## config.mk

```make
export PLATFORM = sky130hd
export DESIGN_NAME = note_stream_collector
export DESIGN_NICKNAME = d
export VERILOG_FILES = /design/src/rtl/note_stream_collector.sv
export SDC_FILE = /design/constraint.sdc
export NUM_CORES = 1
export LEC_CHECK = 0
export CAP_MARGIN = 10
export CORE_AREA = 3 3 284 286
export DETAILED_ROUTE_END_ITERATION = 6
export DIE_AREA = 0 0 287 289
export PLACE_DENSITY = 0.54
export SYNTH_ARGS = -nofsm -noshare
export SYNTH_HDL_FRONTEND = slang
export SYNTH_SLANG_ARGS = --single-unit
```

## constraint.sdc

```tcl
create_clock -name clk_in -period 3.65 [get_ports clk_in]
set_input_delay 0.73 -clock clk_in [delete_from_list [all_inputs] [get_ports clk_in]]
set_output_delay 0.73 -clock clk_in [all_outputs]
set_load 0.005 [all_outputs]
```

## src/rtl/note_stream_collector.sv

```systemverilog
// Rebuilds the indexed serial note-position stream into a double-buffered parallel bank.
// Optional running min/max of each committed frame is enabled with NOTE_MINMAX_EN.
module note_stream_collector #(
    parameter int unsigned N_NOTES = 32,
    parameter int unsigned W       = 10,
    parameter int unsigned IDX_W   = 6
) (
    input  logic                 clk_in,
    input  logic                 rst,
    input  logic [W-1:0]         x_in,
    input  logic [IDX_W-1:0]     idx_in,
    output logic [N_NOTES*W-1:0] x_bank,
    output logic                 frame_valid,
    output logic                 busy,
    output logic                 seq_err,
    output logic [7:0]           frame_cnt,
    output logic [W-1:0]         x_min,
    output logic [W-1:0]         x_max
);

    typedef enum logic [1:0] {IDLE, CAPTURE, COMMIT, HOLD} state_t;

    localparam logic [IDX_W-1:0] ONE_IDX   = IDX_W'(1);
    localparam logic [IDX_W-1:0] TWO_IDX   = IDX_W'(2);
    localparam logic [IDX_W-1:0] LAST_IDX  = IDX_W'(N_NOTES);
    // A single-slot frame is complete as soon as slot 0 lands.
    localparam state_t           FIRST_NXT = (N_NOTES == 1) ? COMMIT : CAPTURE;

    state_t           state, state_nxt;
    logic [IDX_W-1:0] expected, expected_nxt;
    logic             cap_en;
    logic [IDX_W-1:0] cap_slot;
    logic             err_set;
    logic             commit;
    logic [W-1:0]     shadow [N_NOTES];

    // Next-state, capture strobe and error detection.
    always_comb begin
        state_nxt    = state;
        expected_nxt = expected;
        cap_en       = 1'b0;
        cap_slot     = '0;
        err_set      = 1'b0;
        case (state)
            IDLE: begin
                if (idx_in == ONE_IDX) begin
                    cap_en       = 1'b1;
                    expected_nxt = TWO_IDX;
                    state_nxt    = FIRST_NXT;
                end
            end
            CAPTURE: begin
                if (idx_in == '0) begin
                    state_nxt = IDLE;
                end else if (idx_in == expected) begin
                    cap_en       = 1'b1;
                    cap_slot     = idx_in - ONE_IDX;
                    expected_nxt = expected + ONE_IDX;
                    if (idx_in == LAST_IDX) begin
                        state_nxt = COMMIT;
                    end
                end else begin
                    err_set   = 1'b1;
                    state_nxt = IDLE;
                end
            end
            COMMIT, HOLD: begin
                // The index seen during the commit cycle already follows the hold rules.
                if (idx_in == LAST_IDX) begin
                    state_nxt = HOLD;
                end else if (idx_in == '0) begin
                    state_nxt = IDLE;
                end else if (idx_in == ONE_IDX) begin
                    cap_en       = 1'b1;
                    expected_nxt = TWO_IDX;
                    state_nxt    = FIRST_NXT;
                end else begin
                    err_set   = 1'b1;
                    state_nxt = IDLE;
                end
            end
            default: state_nxt = IDLE;
        endcase
    end

    assign commit = (state_nxt == COMMIT);

    always_ff @(posedge clk_in) begin
        if (rst) begin
            state    <= IDLE;
            expected <= '0;
            busy     <= 1'b0;
        end else begin
            state    <= state_nxt;
            expected <= expected_nxt;
            busy     <= (state_nxt == CAPTURE) || (state_nxt == COMMIT);
        end
    end

    // Shadow capture; the bank is loaded on the edge entering COMMIT so it is valid with the pulse.
    always_ff @(posedge clk_in) begin
        if (rst) begin
            for (int unsigned j = 0; j < N_NOTES; j++) begin
                shadow[j] <= '0;
            end
            x_bank      <= '0;
            frame_valid <= 1'b0;
            seq_err     <= 1'b0;
            frame_cnt   <= '0;
        end else begin
            frame_valid <= commit;
            if (err_set) begin
                seq_err <= 1'b1;
            end
            for (int unsigned j = 0; j < N_NOTES; j++) begin
                if (cap_en && (cap_slot == IDX_W'(j))) begin
                    shadow[j] <= x_in;
                end
            end
            if (commit) begin
                frame_cnt <= frame_cnt + 8'd1;
                for (int unsigned j = 0; j < N_NOTES; j++) begin
                    x_bank[j*W +: W] <= (j == N_NOTES - 1) ? x_in : shadow[j];
                end
            end
        end
    end

`ifdef NOTE_MINMAX_EN
    logic [W-1:0] run_min, run_max, min_nxt, max_nxt;

    // Running extremes; slot 0 restarts them.
    always_comb begin
        min_nxt = run_min;
        max_nxt = run_max;
        if (cap_en) begin
            if (cap_slot == '0) begin
                min_nxt = x_in;
                max_nxt = x_in;
            end else begin
                if (x_in < run_min) min_nxt = x_in;
                if (x_in > run_max) max_nxt = x_in;
            end
        end
    end

    always_ff @(posedge clk_in) begin
        if (rst) begin
            run_min <= '0;
            run_max <= '0;
            x_min   <= '0;
            x_max   <= '0;
        end else begin
            run_min <= min_nxt;
            run_max <= max_nxt;
            if (commit) begin
                x_min <= min_nxt;
                x_max <= max_nxt;
            end
        end
    end
`else
    assign x_min = '0;
    assign x_max = '0;
`endif

endmodule

```

# --- Word-level counts from Yosys, hierarchy flattened ---
# Memory sizes are Yosys's and may differ from the RTL's. A register that Yosys moved wholly into a read port is not among the register bits.
# Index checks and enable logic that the tools add are counted.
totals:
  mem_count: 1
  reg_bits: 339
  ramBits: 320
  word_cells: 283
  in_bits: 18
memory_table:
  columns: ["name", "depth", "width", "read_ports", "rd_clocked_by_memory_dff", "wr", "line", "source"]
  rows:
  - ["shadow", 32, 10, 31, 31, 32, "35", "logic [W-1:0] shadow [N_NOTES];"]
op_classes:
  n_bitwise: 32
  add_sub_neg: 3
  n_eq_ne: 43
  reduce_logical: 38
  mux: 159
ops:
  columns: ["op", "n"]
  rows:
  - ["$mux 10", 32]
  - ["$mux 1", 110]
  - ["$eq 6x5->1 const B", 16]
  - ["$eq 6x4->1 const B", 8]
  - ["$mux 6", 8]
  - ["$logic_and 1x1->1", 32]
  - ["$or 1x1->1", 32]
  - ["$eq 6x3->1 const B", 4]
  - ["$pmux 6 s3", 1]
  - ["$eq 6x1->1 const B", 2]
  - ["$eq 6x2->1 const B", 2]
  - ["$logic_not 6->1", 2]
  - ["$mux 2", 5]
  - ["$add 8x1->8 const B", 1]
  - ["$ne 2x2->1 const B", 4]
  - ["$add 6x1->6 const B", 1]
  - ["$eq 2x2->1 const B", 3]
  - ["$eq 6x6->1", 1]
  - ["$eq 6x6->1 const B", 1]
  - ["$pmux 2 s3", 1]
  - ["$sub 6x1->6 const B", 1]
  - ["$eq 2x1->1 const B", 2]
  - ["$reduce_and 4->1", 1]
  - ["$pmux 1 s3", 1]
  - ["4 further kinds", 4]

# --- Longest topological paths before layout ---
logic_depth:
  word_depth: 10
  ltp_mapped: 14
  ltp_nobuf: 10

# --- Worst setup path before layout ---
# Ideal clock, no wire load.
synth_path:
  path_kind: "input to register"
  startpoint: "input idx_in[1]"
  endpoint: "memory shadow[2][0] (netlist: shadow[0][20]) (enable)"
  required_ps: 3256
  setup_ps: 394
  setup_slack_ps: 96
  path_buffers: 2
  stages: 8
  arrival_ps: 3160
  cell_sequence: "clkbuf_1 > inv_1 > ha_1 > buf_2 > or4_1 > o21ai_1 > nand3_1 > o31ai_1"
synth_lines:
  columns: ["element", "line", "source"]
  rows:
  - ["from (decl)", "11", "input logic [IDX_W-1:0] idx_in,"]
  - ["to (decl)", "35", null]

==> impl_metrics.json <==
{
  "max_slew_margin_pct": 44.0,
  "critPathCaptureType": "register",
  "cp.arrival_ns": 3.52,
  "syn_to_final_growth_pct": 32.8,
  "dr.pass1.iters": 5,
  "grt-ovfl-total": 0,
  "p_leak_nw": 10.4,
  "start_util_pct": 29.8,
  "clk_pin_slew_ns": 0.06,
  "yosys-top-cells-count": "nor2_1, dfxtp_1, mux2i_1, edfxtp_1, nor3_1",
  "start_kind": "input port",
  "synth_warnings": 0,
  "critPathMaxFanout": 10,
  "core_area_um2": 78600,
  "fp.dieArea_um2": 82900,
  "postCtsSetupBuffers": 0,
  "drv_slew": 0,
  "synth_top_area_share_pct": 39.8,
  "syn-cell-area_um2": 23400,
  "synth_seq_area_share_pct": 68.8,
  "setup_viol": 0,
  "ys_top_cells_by_area": "edfxtp_1, dfxtp_1, mux2i_1",
  "rsz0062_at_grt": "no",
  "powerDensity_nw_per_um2": 497,
  "synth.distinct_cells": 55,
  "ys_ff_latch": 649,
  "min_period_over_period_pct": 87.7,
  "cts_buffers": 72,
  "clock-sinks": 649,
  "die_w_um": 287,
  "finalHoldViolations": 0,
  "finalWirelength_um": 73300,
  "irDropWorstVdd_mv": 0.312,
  "syn_inst": 1839,
  "first_global_vias": 15411,
  "antenna_found_initial": 2,
  "fin_nets": 2272,
  "port_buffers": 348,
  "dp_hpwl_um": 50100,
  "fin_util_pct": 39.5,
  "placement_rows": 103,
  "wl_per_cell_um": 21.8,
  "final_cells": 3359,
  "worst_pin_slew_ns": 0.841,
  "synth_top_cell_by_area": "edfxtp_1",
  "rrSetupSlack_ns": 0.94,
  "min_path_type": "in2reg",
  "max_freq_mhz": 313,
  "drv_cap": 0,
  "outcome": "complete, no violations",
  "drive_gt1_share_pct": 10.5,
  "syn_avg_cell_area_um2": 12.7,
  "ctsResizeCount": 0,
  "grt_use_total_pct": 17.2,
  "fillers": 7471,
  "drc_errors": 0,
  "clockRootBuffer": "clkbuf_16",
  "grt_max_degree": 150,
  "drt_first_iter_violations": 1155,
  "clock_skew_ns": 0.0195,
  "die_y_um": 289,
  "synth-edff-count": 310,
  "clock_latency_ns": 0.61,
  "required_ns": 3.97,
  "fin_crit_ns": 3.20,
  "ys_async_sr_fraction_pct": 0,
  "grt_pass1_wl_um": 105000,
  "tritoncts": "done",
  "ys.flop_type": "dfxtp_1",
  "ioPinCount": 369,
  "viasPerCell": 4.58,
  "clk_path_buf_depth": 3,
  "postRouteAntennaNets": 0,
  "vias": 15388,
  "p_total_mw": 15.4,
  "hold_ws_ns": 0.313,
  "h-tree-depth": 3,
  "critPathKind": "in2reg",
  "place_congestion": 0.828,
  "synth_most_common_cell": "nor2_1",
  "cts_hold_buf": 0,
  "place_inst": 3224
}
routing by layer:
metal | wire, um | part of all wire (%) | track usage [%]
met1 | 31500 | 43 | 22.1
met2 | 35700 | 49 | 29.1
met3 | 4030 | 5.5 | 3.58
met4 | 2070 | 2.8 | 5.51
met5 | 0 | 0 | 0
state kept, by name (all words and copies together), names as in the netlist:
signal,flops
seq_err,1
shadow,310
x_bank,320
busy,1
frame_cnt,8
expected,6
state,2
frame_valid,1
per-stage QoR:
step	cell area (um^2)	setup slack, ns	TNS (ns)
floorplan	23500	0.0960	0
global placement	28800	-0.145	-5.30
detailed placement	28800	-0.151	-5.57
CTS	31100	0.485	0
global route	31100	0.297	0
finish	31100	0.451	0
path summary, 6_finish.rpt:
path                   from            end  cells after the start
max               idx_in[0]  shadow[1][26]                      8
min                     rst      x_bank[5]                      2
max reg2reg     expected[0]    x_bank[233]                     10
min reg2reg  shadow[1][130]    x_bank[290]                      2
logic make-up after synthesis:
logic type               after synthesis  share of synthesized area [%]
adder cells (fa/ha/maj)                6                          0.321
multiplexers                         323                           13.8
buffers and inverters                162                           3.12
XOR/XNOR                              17                          0.636
other                                  1                         0.0160
AND/OR/NAND/NOR                      609                           11.2
AO/OA/AOI/OAI                         72                           2.09
flip-flops                           649                           68.8
cell usage in the layout (no fill, tap or decap), drive strengths merged, types with 3 or more instances in the layout:
cell type,synthesis,routed
nor2,399,399
clkdlybuf4s50,0,347
dfxtp,339,339
mux2i,323,323
edfxtp,310,310
buf,75,116
nor3,105,105
clkbuf,72,98
nand2,41,41
clkinv,0,25
o21ai,21,21
conb,1,20
inv,15,19
nor4,14,14
xor2,12,12
o22ai,11,11
nand4,10,10
a21oi,9,9
nand3,8,8
nor2b,6,6
ha,6,6
nor3b,5,5
xnor2,5,5
a31o,5,5
a41o,5,5
o31ai,5,5
or3,4,4
or4,4,4
a21o,4,4
bufinv,0,4
and2,3,3
power by group:
group	total (mW)	internal [mW]	switching, mW
clock network	7.03	4.07	2.96
registers	7.88	7.82	0.0637
logic	0.531	0.127	0.405
layout make-up:
class | instances | area [um^2] | share of cell area [%]
timing repair buffer | 463 | 4630 | 14.9
tap | 1050 | 1310 | 4.23
clock inverter | 35 | 335 | 1.08
clock buffer | 98 | 1950 | 6.28
multi-input combinational | 1047 | 6680 | 21.5
antenna | 2 | 5.00 | 0.0161
sequential | 649 | 16100 | 51.8
inverter | 15 | 56.3 | 0.181
worst max-delay path, stage by stage:
cell             delay [ns]
clkdlybuf4s50_1        0.50
inv_2                  0.14
ha_1                   0.32
nor3b_1                0.42
xor2_1                 0.38
nand4_1                0.46
o31ai_4                0.37
buf_12                 0.18
Power figures use the tool's default switching activity.
